File: config.mk
export PLATFORM = sky130hd
export DESIGN_NAME = pipelined_adder_sub_flat
export DESIGN_NICKNAME = d
export VERILOG_FILES = /design/src/rtl/pipelined_adder_sub_if.sv /design/src/rtl/pipelined_adder_sub.sv /design/src/flat_wrapper.sv
export SDC_FILE = /design/constraint.sdc
export NUM_CORES = 1
export LEC_CHECK = 0
export ABC_CLOCK_PERIOD_IN_PS = 3400
export BUFFER_PORTS_ARGS = -buffer_cell sky130_fd_sc_hd__buf_2
export CAP_MARGIN = 5
export CORE_MARGIN = 2
export CORE_UTILIZATION = 31
export CTS_CLUSTER_SIZE = 10
export DETAILED_ROUTE_END_ITERATION = 16
export MAX_ROUTING_LAYER = met4
export PLACE_DENSITY = 0.51
export SLEW_MARGIN = 20
export SYNTH_ARGS = -nofsm -noshare
export SYNTH_HDL_FRONTEND = slang
export SYNTH_SLANG_ARGS = --single-unit
File: constraint.sdc
create_clock -name clock -period 3.4 [get_ports clock]
set_input_delay 0.51 -clock clock [delete_from_list [all_inputs] [get_ports clock]]
set_output_delay 0.51 -clock clock [all_outputs]
set_load 0.005 [all_outputs]
File: src/rtl/pipelined_adder_sub_if.sv
// Valid/ready operand and result bundle for pipelined_adder_sub.
// Optional feature macro: ADDER_OVERFLOW_EN (adds io_out_overflow).
interface pipelined_adder_sub_if #(
  parameter int WIDTH = 16
);
  logic             io_in_valid;
  logic             io_in_ready;
  logic [WIDTH-1:0] io_in_a;
  logic [WIDTH-1:0] io_in_b;
  logic             io_in_carryIn;
  logic             io_in_sub;
  logic             io_out_valid;
  logic             io_out_ready;
  logic [WIDTH-1:0] io_out_sum;
  logic             io_out_carryOut;
`ifdef ADDER_OVERFLOW_EN
  logic             io_out_overflow;
`endif

  modport slave (
    input  io_in_valid,
    output io_in_ready,
    input  io_in_a,
    input  io_in_b,
    input  io_in_carryIn,
    input  io_in_sub,
    output io_out_valid,
    input  io_out_ready,
    output io_out_sum,
    output io_out_carryOut
`ifdef ADDER_OVERFLOW_EN
    , output io_out_overflow
`endif
  );

  modport master (
    output io_in_valid,
    input  io_in_ready,
    output io_in_a,
    output io_in_b,
    output io_in_carryIn,
    output io_in_sub,
    input  io_out_valid,
    output io_out_ready,
    input  io_out_sum,
    input  io_out_carryOut
`ifdef ADDER_OVERFLOW_EN
    , input io_out_overflow
`endif
  );
endinterface

File: src/rtl/pipelined_adder_sub.sv
// Pipelined ripple-carry adder/subtractor: STAGES chunks of WIDTH/STAGES bits, carry registered between stages.
// Optional feature macro: ADDER_OVERFLOW_EN (registered signed-overflow output).
module pipelined_adder_sub #(
  parameter int WIDTH  = 16,
  parameter int STAGES = 4
) (
  input  logic                 clock,
  input  logic                 reset,
  pipelined_adder_sub_if.slave io
);
  localparam int CW = WIDTH / STAGES;

  if (WIDTH < 1 || STAGES < 1 || STAGES > WIDTH || (WIDTH % STAGES) != 0) begin : g_param_check
    $error("pipelined_adder_sub: need 1 <= STAGES <= WIDTH with WIDTH divisible by STAGES");
  end

  logic             advance;

  // Per-stage inputs: stage 0 sees the ports, stage k sees the registers of stage k-1.
  logic [WIDTH-1:0] a_src   [STAGES];
  logic [WIDTH-1:0] b_src   [STAGES];
  logic [WIDTH-1:0] sum_src [STAGES];
  logic             c_src   [STAGES];
  logic             v_src   [STAGES];

  logic [WIDTH-1:0] sum_d   [STAGES];
  logic             carry_d [STAGES];

  logic [WIDTH-1:0] a_q     [STAGES];
  logic [WIDTH-1:0] b_q     [STAGES];
  logic [WIDTH-1:0] sum_q   [STAGES];
  logic             carry_q [STAGES];
  logic             valid_q [STAGES];

  // The whole pipe moves together; a stalled output freezes every stage.
  assign advance        = !valid_q[STAGES-1] || io.io_out_ready;
  assign io.io_in_ready = advance;

  generate
    for (genvar gi = 0; gi < STAGES; gi++) begin : g_stage
      logic [CW:0]      chunk;
      logic [WIDTH-1:0] chunk_mask;

      if (gi == 0) begin : g_entry
        assign a_src[gi]   = io.io_in_a;
        assign b_src[gi]   = io.io_in_sub ? ~io.io_in_b : io.io_in_b;
        assign sum_src[gi] = '0;
        assign c_src[gi]   = io.io_in_carryIn ^ io.io_in_sub;
        assign v_src[gi]   = io.io_in_valid;
      end else begin : g_link
        assign a_src[gi]   = a_q[gi-1];
        assign b_src[gi]   = b_q[gi-1];
        assign sum_src[gi] = sum_q[gi-1];
        assign c_src[gi]   = carry_q[gi-1];
        assign v_src[gi]   = valid_q[gi-1];
      end

      assign chunk = {1'b0, a_src[gi][gi*CW +: CW]}
                   + {1'b0, b_src[gi][gi*CW +: CW]}
                   + {{CW{1'b0}}, c_src[gi]};

      // Drop this stage's chunk into the partially assembled result word.
      assign chunk_mask   = WIDTH'({CW{1'b1}}) << (gi * CW);
      assign sum_d[gi]    = (sum_src[gi] & ~chunk_mask) | (WIDTH'(chunk[CW-1:0]) << (gi * CW));
      assign carry_d[gi]  = chunk[CW];
    end
  endgenerate

  always_ff @(posedge clock) begin
    if (reset) begin
      for (int k = 0; k < STAGES; k++) begin
        valid_q[k] <= 1'b0;
        carry_q[k] <= 1'b0;
        sum_q[k]   <= '0;
        a_q[k]     <= '0;
        b_q[k]     <= '0;
      end
    end else if (advance) begin
      for (int k = 0; k < STAGES; k++) begin
        valid_q[k] <= v_src[k];
        carry_q[k] <= carry_d[k];
        sum_q[k]   <= sum_d[k];
        a_q[k]     <= a_src[k];
        b_q[k]     <= b_src[k];
      end
    end
  end

  assign io.io_out_valid    = valid_q[STAGES-1];
  assign io.io_out_sum      = sum_q[STAGES-1];
  assign io.io_out_carryOut = carry_q[STAGES-1];

`ifdef ADDER_OVERFLOW_EN
  logic ovf_d;
  logic ovf_q;

  // Carry into the MSB is recovered as a ^ b ^ sum at that bit.
  assign ovf_d = a_src[STAGES-1][WIDTH-1] ^ b_src[STAGES-1][WIDTH-1]
               ^ sum_d[STAGES-1][WIDTH-1] ^ carry_d[STAGES-1];

  always_ff @(posedge clock) begin
    if (reset) begin
      ovf_q <= 1'b0;
    end else if (advance) begin
      ovf_q <= ovf_d;
    end
  end

  assign io.io_out_overflow = ovf_q;
`endif
endmodule

File: src/flat_wrapper.sv
// flat-port wrapper written by rule: the top's interface ports become plain ports
module pipelined_adder_sub_flat 
#(
  parameter int WIDTH  = 16,
  parameter int STAGES = 4
)
  (clock, reset, io_io_in_valid, io_io_in_ready, io_io_in_a, io_io_in_b, io_io_in_carryIn, io_io_in_sub, io_io_out_valid, io_io_out_ready, io_io_out_sum, io_io_out_carryOut);
  pipelined_adder_sub_if #(.WIDTH(WIDTH)) io_i ();
  input  logic clock;
  input  logic reset;
  input wire logic [$bits(io_i.io_in_valid)-1:0] io_io_in_valid;
  output wire logic [$bits(io_i.io_in_ready)-1:0] io_io_in_ready;
  input wire logic [$bits(io_i.io_in_a)-1:0] io_io_in_a;
  input wire logic [$bits(io_i.io_in_b)-1:0] io_io_in_b;
  input wire logic [$bits(io_i.io_in_carryIn)-1:0] io_io_in_carryIn;
  input wire logic [$bits(io_i.io_in_sub)-1:0] io_io_in_sub;
  output wire logic [$bits(io_i.io_out_valid)-1:0] io_io_out_valid;
  input wire logic [$bits(io_i.io_out_ready)-1:0] io_io_out_ready;
  output wire logic [$bits(io_i.io_out_sum)-1:0] io_io_out_sum;
  output wire logic [$bits(io_i.io_out_carryOut)-1:0] io_io_out_carryOut;
  assign io_i.io_in_valid = io_io_in_valid;
  assign io_io_in_ready = io_i.io_in_ready;
  assign io_i.io_in_a = io_io_in_a;
  assign io_i.io_in_b = io_io_in_b;
  assign io_i.io_in_carryIn = io_io_in_carryIn;
  assign io_i.io_in_sub = io_io_in_sub;
  assign io_io_out_valid = io_i.io_out_valid;
  assign io_i.io_out_ready = io_io_out_ready;
  assign io_io_out_sum = io_i.io_out_sum;
  assign io_io_out_carryOut = io_i.io_out_carryOut;
  pipelined_adder_sub #(.WIDTH(WIDTH), .STAGES(STAGES)) u_core (.clock(clock), .reset(reset), .io(io_i));
endmodule
==> metrics.txt, run 1 <==
outcome completed; Worst-path clk slew 0.07 ns; initial antenna violation count 0; WL final 6930 microns; yosys warns 0; Clock Latency Late Sink 0.34 ns; Root Buffer clkbuf_16; TritonCTS clock tree yes; CTS sink count 96; initial DRC count 126; ys flop type edfxtp_1; via count 2302; Yosys cell types 27; H-Tree Level Count 3; CP Buf/Inv Count 2; width of the die 122 microns; CP peak stage delay 0.54 ns; nets 399; PwrDens 550 nW/um^2; Final Cycle Share 0.632; Diodes inserted 0; Syn-to-layout area delta 17.0%; via/cell ratio 4.38; Finished Cell Area 5040 sq um; synthesized area 4300 sq um; post-route ant nets 0; DPL Wire Length 4060 microns; worst slew pin tran 0.767 ns; Lkg Pwr 2.38 nW; Max-slew headroom 0.488; final hold slack 0.480 ns; CP startpoint kind flip-flop; Crit. End Element output pin; Reg2Reg Setup Slack 1.43 ns; Post-synth EDFFs 96; synth cell count leaders edfxtp_1 (96), and3_1 (71), nor2_1 (21); vias in the first global route 2381; CTS Buf Count 9; Post-Syn Instances 291; die area 14800 sq um; WP data arrival 1.64 ns; PostCTS Resize Cnt 0; placed cell area 4690 sq um; Port Buf Inserts 56; pin count of the biggest net entering global routing 76; worst clock skew 0.00361 ns; core area 13700 sq um; gr usage total 0.104; FMAX 465 MHz; CTS Buffer Depth 2; crit path cell chain nand2b_4, buf_4, buf_2; Hold Crit Class input port to flip-flop; DR DRC count 0; Final Setup Violations 0; VDD IR max 257 uV; maxcap violations 0; Seq/Total Area, Yosys 0.670; final setup margin 1.25 ns; most common cell in the synthesized netlist edfxtp_1; RSZ-0062 raised after global routing no; Worst path slowest cell buf_4; total grt overflow 0; fill count 1336; chip height 122 microns; clock period minus worst slack 2.15 ns; CP delay by family, top buffers and inverters; first-pass GRT wire length 11400 microns; share of cells above drive strength 1 0.225; total power 2.77 mW; Setup CP Type flip-flop to output pin; Place WS 0.898 ns; max-slew violations 0; setup TNS 0 ns; Syn Nets 349; Fin. Hold Viols 0; largest cells by area after synthesis edfxtp_1 (67%), and3_1 (10%), fa_1 (3.7%), ha_1 (3.5%), xnor2_1 (3.5%); Post-synth ARST share 0; Row Count 43; final weighted congestion in routability-driven placement 0.703; CTS Hold Buffers Added 0; Synth Register Bits 96; crit path max fanout 75; share of the synthesized area in the top cell type 0.670; Synth area leader edfxtp_1; Synth Area per Inst 14.8 sq um; Initial Utilization 0.314; Post-CTS Setup Bufs 0; TritonRoute pass-1 iters 4; IO Pins 57; Critical Path RT 2.89 ns; per-cell routed wire length 13.2 microns
==> routing by layer <==
metal | GRT usage | share of wire | routed length (microns)
met1 | 0.133 | 0.48 | 3360
met3 | 0.0262 | 0.041 | 282
met2 | 0.158 | 0.46 | 3200
met4 | 0.0460 | 0.012 | 86
met5 | - | 0 | 0
==> power breakdown <==
group / internal (mW) / switching [mW]
clock network: 0.720 / 0.428
logic: 0.102 / 0.103
registers: 1.40 / 0.0222
total: 2.22 / 0.553
==> layout by cell type, fill, tap and decap left out, types with 5 or more instances in the layout <==
| master | n |
|---|---|
| a21o_1 | 5 |
| a21oi_1 | 10 |
| and3_1 | 71 |
| buf_2 | 56 |
| clkbuf_16 | 9 |
| edfxtp_1 | 96 |
| fa_1 | 8 |
| ha_1 | 12 |
| inv_1 | 10 |
| nor2_1 | 21 |
| xnor2_1 | 17 |
==> worst paths after layout <==
check / to / start / depth (start not counted)
setup reg to reg: u_core.carry_q[0][2] / u_core.carry_q[0][1] / 5
hold / removal: u_core.a_q[0][6] / io_io_in_a[6] / 2
hold reg to reg: u_core.b_q[0][29] / u_core.b_q[0][13] / 1
setup / recovery: io_io_in_ready / u_core.valid_q[0][3] / 3
==> sequential cells by signal, indices dropped and copies added (netlist names) <==
signal,count
u_core.carry_q,4
u_core.sum_q,40
u_core.b_q,24
u_core.a_q,24
u_core.valid_q,4
==> layout make-up <==
class	instances	area [sq um]	area share
Sequential cell	96	2880	0.572
Multi-Input combinational cell	164	1230	0.244
Timing Repair Buffer	59	315	0.0626
Clock buffer	9	225	0.0447
Tap cell	180	225	0.0447
Clock inverter	7	120	0.0238
Inverter	11	41.3	0.00820
==> stage by stage <==
step / cells / util
finish: 526 / 0.367
global route: 526 / 0.367
CTS: 526 / 0.367
detailed placement: 510 / 0.342
global placement: 510 / 0.342
floorplan: 291 / -
==> cell families (layout without fill, tap and decap cells) <==
logic type / after synthesis / count (layout) / synth area share
multiplexers: 2 / 2 / 0.00465
AO/OA/AOI/OAI: 16 / 16 / 0.0215
adder cells (fa/ha/maj): 20 / 20 / 0.0721
XOR/XNOR: 20 / 20 / 0.0407
flip-flops: 96 / 96 / 0.670
buffers and inverters: 31 / 86 / 0.0468
AND/OR/NAND/NOR: 106 / 106 / 0.144
Power figures use the tool's default switching activity.
==> run 2: changes to the inputs <==
--- a/config.mk
+++ b/config.mk
@@ -5,7 +5,7 @@
 export SDC_FILE = /design/constraint.sdc
 export NUM_CORES = 1
 export LEC_CHECK = 0
-export ABC_CLOCK_PERIOD_IN_PS = 3400
+export ABC_CLOCK_PERIOD_IN_PS = 1800
 export BUFFER_PORTS_ARGS = -buffer_cell sky130_fd_sc_hd__buf_2
 export CAP_MARGIN = 5
 export CORE_MARGIN = 2
==> constraint.sdc (replaced) <==
create_clock -name clock -period 1.8 [get_ports clock]
set_input_delay 0.27 -clock clock [delete_from_list [all_inputs] [get_ports clock]]
set_output_delay 0.27 -clock clock [all_outputs]
set_load 0.005 [all_outputs]
==> run 2 against run 1 <==
The run now ends with setup timing left; clock power is 76% higher; utilization is 1.1 points higher; cell area is 2.9% higher; combinational power is 110% higher.
==> metrics.txt, run 2 (synthesis gave the netlist of run 1 again) <==
CP startpoint kind flip-flop; final weighted congestion in routability-driven placement 0.708; Critical Path RT 1.88 ns; gr usage total 0.107; initial DRC count 161; nets 409; post-route ant nets 0; most flop-heavy register u_core.sum_q; clock period minus worst slack 1.82 ns; vias in the first global route 2422; setup TNS -0.0157 ns; CTS Buf Count 9; WP data arrival 1.90 ns; Clock Latency Late Sink 0.34 ns; Setup CP Type flip-flop to flip-flop; initial antenna violation count 0; max reg flops 40; WL final 7050 microns; chip height 122 microns; failing checks setup timing; via/cell ratio 4.39; VDD IR max 474 uV; Syn-to-layout area delta 20.4%; crit path max fanout 2; Worst-path clk slew 0.06 ns; Lkg Pwr 2.44 nW; Worst path slowest cell fa_2; Root Buffer clkbuf_16; final setup margin -0.0157 ns; per-cell routed wire length 13.2 microns; Port Buf Inserts 56; core area 13700 sq um; final hold slack 0.247 ns; H-Tree Level Count 3; Crit. End Element flip-flop; Max-slew headroom 0.771; max-slew violations 0; worst slew pin tran 0.344 ns; CTS Buffer Depth 2; IO Pins 57; die area 14800 sq um; most frequent cells in the layout edfxtp_1 (96), and3_1 (71), buf_2 (56), nor2_1 (21), xnor2_1 (13); Initial Utilization 0.314; Hold Crit Class input port to flip-flop; DPL Wire Length 4680 microns; final core occ 0.378; total power 5.13 mW; DR DRC count 0; PwrDens 990 nW/um^2; first-pass GRT wire length 11800 microns; Crit path top cell by count fa_2; crit path cell chain fa_2, fa_2, a21o_1, a21oi_2, nor2_1; FMAX 551 MHz; Largest regs u_core.sum_q: 40 flops, u_core.a_q: 24 flops, u_core.b_q: 24 flops; CP peak stage delay 0.43 ns; TritonRoute pass-1 iters 4; TritonCTS clock tree yes; most common cell after layout, fill and taps aside edfxtp_1; via count 2352; outcome finished, violations left; Fin. Hold Viols 0; Diodes inserted 0; worst clock skew 0.00622 ns; Final Cycle Share 1.01; total grt overflow 0; CTS sink count 96; RSZ-0062 raised after global routing yes; Row Count 43; share of cells above drive strength 1 0.292; width of the die 122 microns; maxcap violations 0; fin cells 536; Final Setup Violations 1; Placed Cells incl. Taps 520; pin count of the biggest net entering global routing 68
[run 2: worst max-delay path: cells and delay by family (launching register included)]
family                     cells  cell delay, ns
AOI/OAI and AO/OA              2            0.32
adders and majority gates      2            0.79
DFF                            1            0.41
and+or+nand+nor                1            0.05
[run 2: where the power goes]
part	leakage (nW)	total, mW	internal (mW)	switching, mW
Sequential	1.14	2.68	2.64	0.0425
Combinational	1.14	0.436	0.225	0.211
Clock	0.157	2.02	1.22	0.798
Total	2.44	5.13	4.08	1.05
[run 2: cell type report]
type | instances | area [sq um]
Fill cell | 1315 | 8540
Sequential cell | 96 | 2880
Multi-Input combinational cell | 164 | 1310
Timing Repair Buffer | 69 | 403
Clock buffer | 9 | 225
Tap cell | 180 | 225
Clock inverter | 7 | 95.1
Inverter | 11 | 41.3
[run 2: worst paths after layout]
check	startpoint	endpoint	slack [ns]	depth (start not counted)
worst max-delay path	u_core.carry_q[0][1]	u_core.carry_q[0][2]	-0.02	5
worst min-delay path	io_io_in_a[9]	u_core.a_q[0][9]	0.25	2
worst max register to register	u_core.carry_q[0][1]	u_core.carry_q[0][2]	-0.02	5
worst min register to register	u_core.a_q[0][11]	u_core.a_q[0][27]	0.55	1
[run 2: stage by stage]
| step | worst slack (ns) | area, sq um |
|---|---|---|
| floorplan | -0.120 | 4380 |
| global placement | -0.102 | 4830 |
| detailed placement | -0.160 | 4830 |
| CTS | -0.0130 | 5160 |
| global route | -0.0571 | 5180 |
| finish | -0.0157 | 5180 |
[run 2: repair_timing]
item	4_1_cts	5_1_grt
hold buffers	0	0
pin swaps	5	2
endpoints found under the setup margin	5	5
setup buffers	0	0
gates resized for setup	4	5
[run 2: metal layers]
layer / track usage / part of all wire
met2: 0.167 / 0.48
met1: 0.129 / 0.45
met4: 0.0539 / 0.023
met5: - / 0
met3: 0.0267 / 0.045
==> run 3: changes to the inputs <==
--- a/config.mk
+++ b/config.mk
@@ -5,6 +5,7 @@
 export SDC_FILE = /design/constraint.sdc
 export NUM_CORES = 1
 export LEC_CHECK = 0
+export ABC_AREA = 1
 export ABC_CLOCK_PERIOD_IN_PS = 1800
 export BUFFER_PORTS_ARGS = -buffer_cell sky130_fd_sc_hd__buf_2
 export CAP_MARGIN = 5
@@ -13,7 +14,7 @@
 export CTS_CLUSTER_SIZE = 10
 export DETAILED_ROUTE_END_ITERATION = 16
 export MAX_ROUTING_LAYER = met4
-export PLACE_DENSITY = 0.51
+export PLACE_DENSITY = 0.5
 export SLEW_MARGIN = 20
 export SYNTH_ARGS = -nofsm -noshare
 export SYNTH_HDL_FRONTEND = slang
==> run 3 against run 2 <==
Cell count grew 23%; clock skew shrank 0.0019 ns; sequential power hardly changed; via count increased by 5.4%; global-route usage shrank 1.4 points; synthesized cell count is 27% higher; wire length down 1.7%; the flow now finishes without violations.
==> metrics.txt, run 3 <==
setup TNS 0 ns; most frequent cells in the layout edfxtp_1 (96), inv_1 (86), nor2_4 (70), buf_2 (56), nor2_1 (24); FMAX 581 MHz; nets 498; Synth Register Bits 96; die area 17000 sq um; share of the synthesized area in the top cell type 0.581; Final Cycle Share 0.956; Row Count 46; Critical Path RT 1.99 ns; RSZ-0062 raised after global routing no; Synth area leader edfxtp_1; CTS sink count 96; yosys warns 0; Worst-path clk slew 0.06 ns; width of the die 130 microns; post-route ant nets 0; Diodes inserted 0; outcome completed; worst slew pin tran 0.314 ns; ys flop type edfxtp_1; via count 2480; Final Setup Violations 0; clock period minus worst slack 1.72 ns; crit path max fanout 2; first-pass GRT wire length 11700 microns; Crit path top cell by count fa_2; PwrDens 893 nW/um^2; CP startpoint kind flip-flop; Syn Nets 429; share of cells above drive strength 1 0.387; most common cell in the synthesized netlist edfxtp_1; Crit. End Element flip-flop; Synth Area per Inst 13.4 sq um; crit path cell chain inv_1, fa_2, fa_2, or2_2, a21oi_1; met2 WL 3400 microns; fill count 1551; DPL Wire Length 4830 microns; Fin. Hold Viols 0; synthesized area 4960 sq um; DR DRC count 0; Post-synth ARST share 0; Syn-to-layout area delta 18.2%; Setup CP Type flip-flop to flip-flop; final core occ 0.372; chip height 130 microns; VDD IR max 451 uV; TritonCTS clock tree yes; Hold Crit Class input port to flip-flop; Post-synth EDFFs 96; DR top layer met4; worst clock skew 0.00429 ns; Lkg Pwr 2.40 nW; Clock Latency Late Sink 0.34 ns; Initial Utilization 0.314; largest cells by area after synthesis edfxtp_1 (58%), nor2_4 (16%), inv_1 (6.6%), buf_12 (3.2%), fa_1 (3.2%); max-slew violations 0; WL final 6940 microns; total grt overflow 0; TritonRoute pass-1 iters 4; CTS Buf Count 9; final setup margin 0.0796 ns; H-Tree Level Count 3; Met3 Routed Length 267 microns; synth cell count leaders edfxtp_1 (96), inv_1 (87), nor2_4 (70); final weighted congestion in routability-driven placement 0.703; WP data arrival 1.91 ns; maxcap violations 0; initial antenna violation count 0; vias in the first global route 2517; per-cell routed wire length 10.5 microns; max reg flops 40; Root Buffer clkbuf_16; total power 5.23 mW; CTS Buffer Depth 2; core area 15800 sq um; most common cell after layout, fill and taps aside edfxtp_1; pin count of the biggest net entering global routing 48; M1 WL 3090 microns; CP peak stage delay 0.41 ns; Port Buf Inserts 56; gr usage total 0.0926; Place WS -0.0971 ns; IO Pins 57; initial DRC count 152; most flop-heavy register u_core.sum_q; Yosys cell types 20; Max-slew headroom 0.790; Seq/Total Area, Yosys 0.581; Largest regs u_core.sum_q: 40 flops, u_core.a_q: 24 flops, u_core.b_q: 24 flops; Post-Syn Instances 371; via/cell ratio 3.76; Worst path slowest cell fa_2
==> run 3: cell count changes in the layout (fill, tap and decap cells not counted), moves of 4 or more <==
| cell | change |
|---|---|
| nand3b_1 | -4 |
| inv_1 | +77 |
| or2_2 | +4 |
| nand2_1 | +14 |
| nand3_1 | +4 |
| buf_4 | -4 |
| a21o_1 | -5 |
| and3_1 | -71 |
| nor2_4 | +70 |
| buf_12 | +5 |
==> run 3: cell families (layout without fill, tap and decap cells) <==
| family | after synthesis | after routing | share of synthesized area |
|---|---|---|---|
| AND/OR/NAND/NOR | 124 | 124 | 0.206 |
| AO/OA/AOI/OAI | 14 | 14 | 0.0141 |
| XOR/XNOR | 17 | 17 | 0.0300 |
| adder cells (fa/ha/maj) | 20 | 20 | 0.0626 |
| flip-flops | 96 | 96 | 0.581 |
| buffers and inverters | 100 | 173 | 0.105 |
==> run 3: cell type report <==
cell class              instances  area (sq um)  share of cell area
flip-flops and latches         96          2880               0.492
multi-input cells             175          1630               0.278
repair buffers                 70           473              0.0807
inverters                      88           330              0.0564
well taps                     216           270              0.0461
clock buffers                   9           225              0.0384
clock inverters                 6          51.3             0.00876
==> run 3: through the flow <==
stage / instances / area [sq um] / hold WS (ns)
floorplan: 371 / 5010 / 0.487
finish: 660 / 5860 / 0.249
global placement: 644 / 5560 / 0.533
CTS: 659 / 5840 / 0.237
global route: 660 / 5860 / 0.248
detailed placement: 644 / 5560 / 0.537
==> run 3: power breakdown <==
| part | total (mW) | switching [mW] | internal [mW] |
|---|---|---|---|
| clock | 1.82 | 0.768 | 1.05 |
| combinational | 0.712 | 0.404 | 0.308 |
| sequential | 2.70 | 0.0523 | 2.65 |
==> run 3: critical path, delay by kind of cell (launching register included) <==
family	cells	cell delay, ns
buf+inv	1	0.06
simple gates	1	0.28
fa+ha+maj	2	0.78
flops	1	0.33
compound gates	1	0.13
==> run 3: worst paths after layout <==
check	start	end	slack, ns	depth (start not counted)
max	u_core.b_q[0][44]	u_core.sum_q[0][62]	0.08	5
min	io_io_in_a[6]	u_core.a_q[0][6]	0.25	3
max reg2reg	u_core.b_q[0][44]	u_core.sum_q[0][62]	0.08	5
min reg2reg	u_core.b_q[0][29]	u_core.b_q[0][45]	0.55	2
==> run 3: repair_timing <==
action | in CTS | in global routing
buffers inserted | 0 | 1
endpoints found under the setup margin | 4 | 4
cloned | 0 | 0
pin swaps | 2 | 6
hold buffers | 0 | 0
resized for setup | 5 | 3
==> run 3: metal layers <==
layer	vias up	global-route usage
met5	-	-
met4	0	0.0507
met3	13	0.0208
met2	45	0.152
met1	1127	0.106
li1	1295	-
